**src/rtl/uart_sr_tx_sequencer_if.sv**
```systemverilog
// Character handshake between the TX sequencer (master) and the UART transmitter (slave).
interface uart_sr_tx_sequencer_if #(
    parameter int unsigned DATA_WIDTH = 8
);
    logic [DATA_WIDTH-1:0] tx_data;
    logic                  tx_valid;
    logic                  tx_ready;

    modport master (output tx_data, output tx_valid, input tx_ready);
    modport slave  (input tx_data, input tx_valid, output tx_ready);
endinterface

```
**src/rtl/uart_sr_tx_sequencer.sv**
```systemverilog
// Snapshots the packed character buffer on start and feeds it to the UART oldest-first,
// optionally skipping null characters and appending a terminator.
module uart_sr_tx_sequencer #(
    parameter int unsigned          DATA_WIDTH      = 8,
    parameter int unsigned          CHARACTER_COUNT = 10,
    parameter bit                   SKIP_NULL       = 1'b1,
    parameter bit                   APPEND_EOL      = 1'b1,
    parameter logic [DATA_WIDTH-1:0] EOL_CHAR       = DATA_WIDTH'(8'h0A)
) (
    input  logic                                  clk,
    input  logic                                  reset_n,
    input  logic                                  ena,
    input  logic                                  start,
    input  logic [DATA_WIDTH*CHARACTER_COUNT-1:0] buf_data,
    output logic                                  busy,
    output logic                                  done,
    uart_sr_tx_sequencer_if.master                tx_if
);

    localparam int unsigned BUF_W = DATA_WIDTH * CHARACTER_COUNT;
    localparam int unsigned IDX_W = (CHARACTER_COUNT > 1) ? $clog2(CHARACTER_COUNT) : 1;
    localparam logic [IDX_W-1:0] LAST_IDX = IDX_W'(CHARACTER_COUNT - 1);

    typedef enum logic [2:0] {
        ST_IDLE,
        ST_SELECT,
        ST_SEND,
        ST_DRAIN,
        ST_ADVANCE,
        ST_SEND_EOL,
        ST_DRAIN_EOL,
        ST_FINISH
    } state_t;

    state_t                r_state, w_state;
    logic [IDX_W-1:0]      r_index, w_index;
    logic [BUF_W-1:0]      r_snapshot, w_snapshot;
    logic                  r_eol_pending, w_eol_pending;
    logic [DATA_WIDTH-1:0] r_tx_data, w_tx_data;
    logic                  r_tx_valid, w_tx_valid;
    logic                  r_busy, w_busy;
    logic                  r_done, w_done;
    logic [DATA_WIDTH-1:0] w_char;

    // State and output registers; ena low freezes everything, including a pending done.
    always_ff @(posedge clk or negedge reset_n) begin
        if (!reset_n) begin
            r_state       <= ST_IDLE;
            r_index       <= '0;
            r_snapshot    <= '0;
            r_eol_pending <= 1'b0;
            r_tx_data     <= '0;
            r_tx_valid    <= 1'b0;
            r_busy        <= 1'b0;
            r_done        <= 1'b0;
        end else if (ena) begin
            r_state       <= w_state;
            r_index       <= w_index;
            r_snapshot    <= w_snapshot;
            r_eol_pending <= w_eol_pending;
            r_tx_data     <= w_tx_data;
            r_tx_valid    <= w_tx_valid;
            r_busy        <= w_busy;
            r_done        <= w_done;
        end
    end

    assign w_char = r_snapshot[32'(r_index) * DATA_WIDTH +: DATA_WIDTH];

    // Next-state and next-output logic.
    always_comb begin
        w_state       = r_state;
        w_index       = r_index;
        w_snapshot    = r_snapshot;
        w_eol_pending = r_eol_pending;
        w_tx_data     = r_tx_data;
        w_tx_valid    = r_tx_valid;
        w_busy        = 1'b1;
        w_done        = 1'b0;

        case (r_state)
            ST_IDLE: begin
                w_busy = 1'b0;
                if (start) begin
                    w_snapshot    = buf_data;
                    w_index       = LAST_IDX;
                    w_eol_pending = APPEND_EOL;
                    w_state       = ST_SELECT;
                end
            end
            ST_SELECT: begin
                if (SKIP_NULL && (w_char == '0)) begin
                    w_state = ST_ADVANCE;
                end else begin
                    w_tx_data  = w_char;
                    w_tx_valid = 1'b1;
                    w_state    = ST_SEND;
                end
            end
            // Request stays up until the UART has visibly gone busy.
            ST_SEND: begin
                if (!tx_if.tx_ready) begin
                    w_tx_valid = 1'b0;
                    w_state    = ST_DRAIN;
                end
            end
            ST_DRAIN: begin
                if (tx_if.tx_ready) begin
                    w_state = ST_ADVANCE;
                end
            end
            ST_ADVANCE: begin
                if (r_index != '0) begin
                    w_index = r_index - IDX_W'(1);
                    w_state = ST_SELECT;
                end else if (r_eol_pending) begin
                    w_eol_pending = 1'b0;
                    w_tx_data     = EOL_CHAR;
                    w_tx_valid    = 1'b1;
                    w_state       = ST_SEND_EOL;
                end else begin
                    w_state = ST_FINISH;
                end
            end
            ST_SEND_EOL: begin
                if (!tx_if.tx_ready) begin
                    w_tx_valid = 1'b0;
                    w_state    = ST_DRAIN_EOL;
                end
            end
            ST_DRAIN_EOL: begin
                if (tx_if.tx_ready) begin
                    w_state = ST_FINISH;
                end
            end
            ST_FINISH: begin
                w_busy  = 1'b0;
                w_done  = 1'b1;
                w_state = ST_IDLE;
            end
            default: begin
                w_busy  = 1'b0;
                w_state = ST_IDLE;
            end
        endcase
    end

    assign tx_if.tx_data  = r_tx_data;
    assign tx_if.tx_valid = r_tx_valid;
    assign busy           = r_busy;
    assign done           = r_done;

endmodule

```
**src/flat_wrapper.sv**
```systemverilog
// flat-port wrapper written by rule: the top's interface ports become plain ports
module uart_sr_tx_sequencer_flat 
#(
    parameter int unsigned          DATA_WIDTH      = 8,
    parameter int unsigned          CHARACTER_COUNT = 10,
    parameter bit                   SKIP_NULL       = 1'b1,
    parameter bit                   APPEND_EOL      = 1'b1,
    parameter logic [DATA_WIDTH-1:0] EOL_CHAR       = DATA_WIDTH'(8'h0A)
)
  (clk, reset_n, ena, start, buf_data, busy, done, tx_if_tx_data, tx_if_tx_valid, tx_if_tx_ready);
  uart_sr_tx_sequencer_if #(.DATA_WIDTH(DATA_WIDTH)) tx_if_i ();
  input  logic clk;
  input  logic reset_n;
  input  logic ena;
  input  logic start;
  input  logic [DATA_WIDTH*CHARACTER_COUNT-1:0] buf_data;
  output logic busy;
  output logic done;
  output wire logic [$bits(tx_if_i.tx_data)-1:0] tx_if_tx_data;
  output wire logic [$bits(tx_if_i.tx_valid)-1:0] tx_if_tx_valid;
  input wire logic [$bits(tx_if_i.tx_ready)-1:0] tx_if_tx_ready;
  assign tx_if_tx_data = tx_if_i.tx_data;
  assign tx_if_tx_valid = tx_if_i.tx_valid;
  assign tx_if_i.tx_ready = tx_if_tx_ready;
  uart_sr_tx_sequencer #(.DATA_WIDTH(DATA_WIDTH), .CHARACTER_COUNT(CHARACTER_COUNT), .SKIP_NULL(SKIP_NULL), .APPEND_EOL(APPEND_EOL), .EOL_CHAR(EOL_CHAR)) u_core (.clk(clk), .reset_n(reset_n), .ena(ena), .start(start), .buf_data(buf_data), .busy(busy), .done(done), .tx_if(tx_if_i));
endmodule
```
**config.mk**
```make
export PLATFORM = sky130hd
export DESIGN_NAME = uart_sr_tx_sequencer_flat
export DESIGN_NICKNAME = d
export VERILOG_FILES = /design/src/rtl/uart_sr_tx_sequencer_if.sv /design/src/rtl/uart_sr_tx_sequencer.sv /design/src/flat_wrapper.sv
export SDC_FILE = /design/constraint.sdc
export NUM_CORES = 1
export LEC_CHECK = 0
export ABC_AREA = 1
export BUFFER_PORTS_ARGS = -buffer_cell sky130_fd_sc_hd__buf_2
export CAP_MARGIN = 20
export CORE_UTILIZATION = 35
export CTS_CLUSTER_DIAMETER = 120
export DETAILED_ROUTE_END_ITERATION = 16
export SLEW_MARGIN = 20
export SYNTH_ARGS = -nofsm -noshare
export SYNTH_HDL_FRONTEND = slang
export SYNTH_SLANG_ARGS = --single-unit
```
**constraint.sdc**
```tcl
create_clock -name clk -period 2.89 [get_ports clk]
set_input_delay 0.4335 -clock clk [delete_from_list [all_inputs] [get_ports clk]]
set_output_delay 0.4335 -clock clk [all_outputs]
set_load 0.01 [all_outputs]
```
==> results.cfg <==
[clock_tree]
cts_buffer_depth = 2
cts.sinks = 99
cts_tree = yes
ctsResizeCount = 0
cts-root-buf = clkbuf_16
cts_hold_buffers = 0
cts_setup_buffers = 0
htree_levels = 3
clk_pin_slew_ns = 0.07
cts-buffers-inserted = 9
insertion_delay_ns = 0.35

[timing]
finalSetupViolations = 0
period_needed_ns = 2.167
min_period_over_period_pct = 74.99
rsz0062_at_grt = no
slew_viol_final = 0
tns_ns = 0
tightestPinTransition_ns = 0.7619
slew_headroom_pct = 48.90
fmax_ghz = 0.4614
hold_violations = 0
clock-skew-final_ns = 0.007176
timing.hold.ws_ns = 0.1041
fin_ws_ns = 0.7229

[power_and_ir_drop]
leakagePower_nw = 3.036
worst_ir_drop_vdd_mv = 0.3777
power_per_cell_area_nw_per_um2 = 1077

[synthesis]
syn_avg_cell_area_um2 = 7.555
synth_compound_area_share_pct = 8.956
synth_mux_area_share_pct = 0.2297
synth_edf_count = 0
synthFlopType = dfrtp_1
synth_top_family_by_area = simple AND/OR/NAND/NOR gates
synth_area_um2 = 4903
yosysSeqAreaShare_pct = 50.52
ys_seq_elements = 99
synth-adder-area-share_pct = 0.5103
syn_nets = 736
synth-simple-area-share_pct = 30.57
yosysWarnings = 0
synth_cells = 649
postSynth.asyncResetShare_pct = 100.0
synth_xor_area_share_pct = 0.1786
synth_cell_types = 36

[global_routing]
use_met2_pct = 29.56
overflow = 0
antenna_found_initial = 0
grt_busiest_layer = met2
grt_max_degree = 137
grtUsageMet1_pct = 25.94
grtUsageMet3_pct = 4.481
grt_pass1_wl_um = 21500
first_global_vias = 4362
grt_use_total_pct = 19.04

[critical_path]
crit_type = reg2reg
rr_worst_depth = 14
crit_buf_inv = 1
r2r-start = u_core.r_index[0]
crit_chain = buf_4, nor2_1, nor2_1, nand2_1, nand3_1, nand3_1, nand2_1, nor2_1, nand2_1, nor2_2, nand2_2, nand3_4, nand2_1, nand2_1
cp_top_family = simple AND/OR/NAND/NOR gates
cp_common_cell = nand2_1
cp_slowest_cell = buf_4
cp.arrival_ns = 2.40
cp-startpoint = u_core.r_index[0]
worstPathRequired_ns = 3.12
cp-end-kind = flop
cp_max_fo = 49
crit_cells = 14
crit_path_max_incr_delay_ns = 0.42
worst_setup_path_start_kind = flop

[drt]
viasPerCell = 4.791
finalWirelength_um = 12580
drtIter0Drc = 341
first_pass_iters = 5
post-route-drc-count = 0
wl_per_cell_um = 13.86
vias = 4350
ant_nets = 0

[floorplan]
start_util_pct = 36.45
num_rows = 42
die_h_um = 120.4
die_x_um = 120.4
die_area_um2 = 14490
coreArea_um2 = 13450
ios = 96

[cells_and_area]
synthToLayoutAreaGrowth_pct = 17.89
instances_no_fill = 908
diodes = 0
num-fill-cells = 1436
drive_gt1_share_pct = 18.72
final_area_um2 = 5781
finalNetCount = 815

[placed_design]
gp_congestion = 0.9801
dp_hpwl_um = 9331
io_buffers = 95
pre_cts_slack_ns = 0.7246
dp_cells = 893
place_area_um2 = 5500

[run_status]
status = complete, no violations

[worst_hold_path]
hp-class = in2async

[job]
cap_violations = 0
cells by family (layout without fill, tap and decap cells):
kind of cell	Yosys count	in the layout
AOI/OAI and AO/OA	81	81
xor gates and xnor gates	1	1
adders and majority gates	2	2
buffers and inverters	103	186
DFF	99	99
muxes	1	1
and+or+nand+nor	362	362
cell usage after synthesis (2+ instances only):
cell / count / share of area [%]
buf_1: 5 / 0.38
ha_1: 2 / 0.51
inv_2: 7 / 0.54
nand4_1: 8 / 1.0
nand2_1: 263 / 20
buf_6: 4 / 0.92
dfrtp_1: 99 / 51
o211ai_1: 3 / 0.46
inv_1: 61 / 4.7
nand3_1: 52 / 5.3
a21oi_1: 9 / 0.92
clkbuf_1: 12 / 0.92
o21ai_0: 61 / 6.2
nor2_1: 28 / 2.1
nor2_2: 2 / 0.26
nand2_2: 2 / 0.26
nor3_1: 2 / 0.20
buf_4: 4 / 0.61
buf_2: 8 / 0.82
per-layer routing:
layer	wire length [µm]	vias to the layer above	share of wire [%]
met5	0	-	0
met4	215	0	1.7
met3	685	17	5.4
met2	5731	121	46
met1	5951	2030	47
li1	-	2182	-
power by group:
| part | internal [W] | switching, W | leakage [nW] | total [W] |
|---|---|---|---|---|
| combinational | 0.000916 | 0.00184 | 1.67 | 0.00275 |
| clock | 0.000647 | 0.000497 | 0.141 | 0.00114 |
| sequential | 0.00203 | 0.000295 | 1.22 | 0.00233 |
placed cells by master, fill, tap and decap left out, drive strengths merged, types with 2 or more instances in the layout:
cell type	instances
buf	101
nand2	265
clkbuf	13
nor2	31
nand3	53
inv	68
o211ai	4
nor3	4
dfrtp	99
clkinv	4
o21ai	63
nand4	8
ha	2
a21oi	10
state kept, by name (all words and copies together), names as in the netlist:
signal	flops
u_core.done	1
u_core.r_eol_pending	1
u_core.tx_if.tx_valid	1
u_core.busy	1
u_core.r_snapshot	80
u_core.r_index	4
u_core.tx_if.tx_data	8
u_core.r_state	3
path summary, 6_finish.rpt:
check | endpoint | slack [ns]
max | u_core.tx_if.tx_data[5] | 0.72
min | u_core.r_snapshot[22] | 0.10
max reg2reg | u_core.tx_if.tx_data[5] | 0.72
min reg2reg | u_core.r_snapshot[68] | 0.47
max in group asynchronous | u_core.r_snapshot[24] | 2.04
min in group clk | u_core.r_snapshot[6] | 0.29
through the flow:
stage | utilization [%] | power (W)
after floorplan | - | 0.004340
after global placement | 40.89 | 0.005016
after detailed placement | 40.89 | 0.005111
after CTS | 42.97 | 0.006274
after global routing | 42.97 | 0.006789
final | 42.97 | 0.006224
cell type report:
| type | count | area (µm²) | area share [%] |
|---|---|---|---|
| flip-flops and latches | 99 | 2477 | 42.86 |
| multi-input cells | 447 | 1991 | 34.44 |
| repair buffers | 101 | 548.0 | 9.481 |
| clock buffers | 13 | 270.3 | 4.675 |
| inverters | 70 | 264.0 | 4.567 |
| well taps | 176 | 220.2 | 3.810 |
| clock inverters | 2 | 10.01 | 0.1732 |
Note: power is estimated with default switching activity, not from simulation.
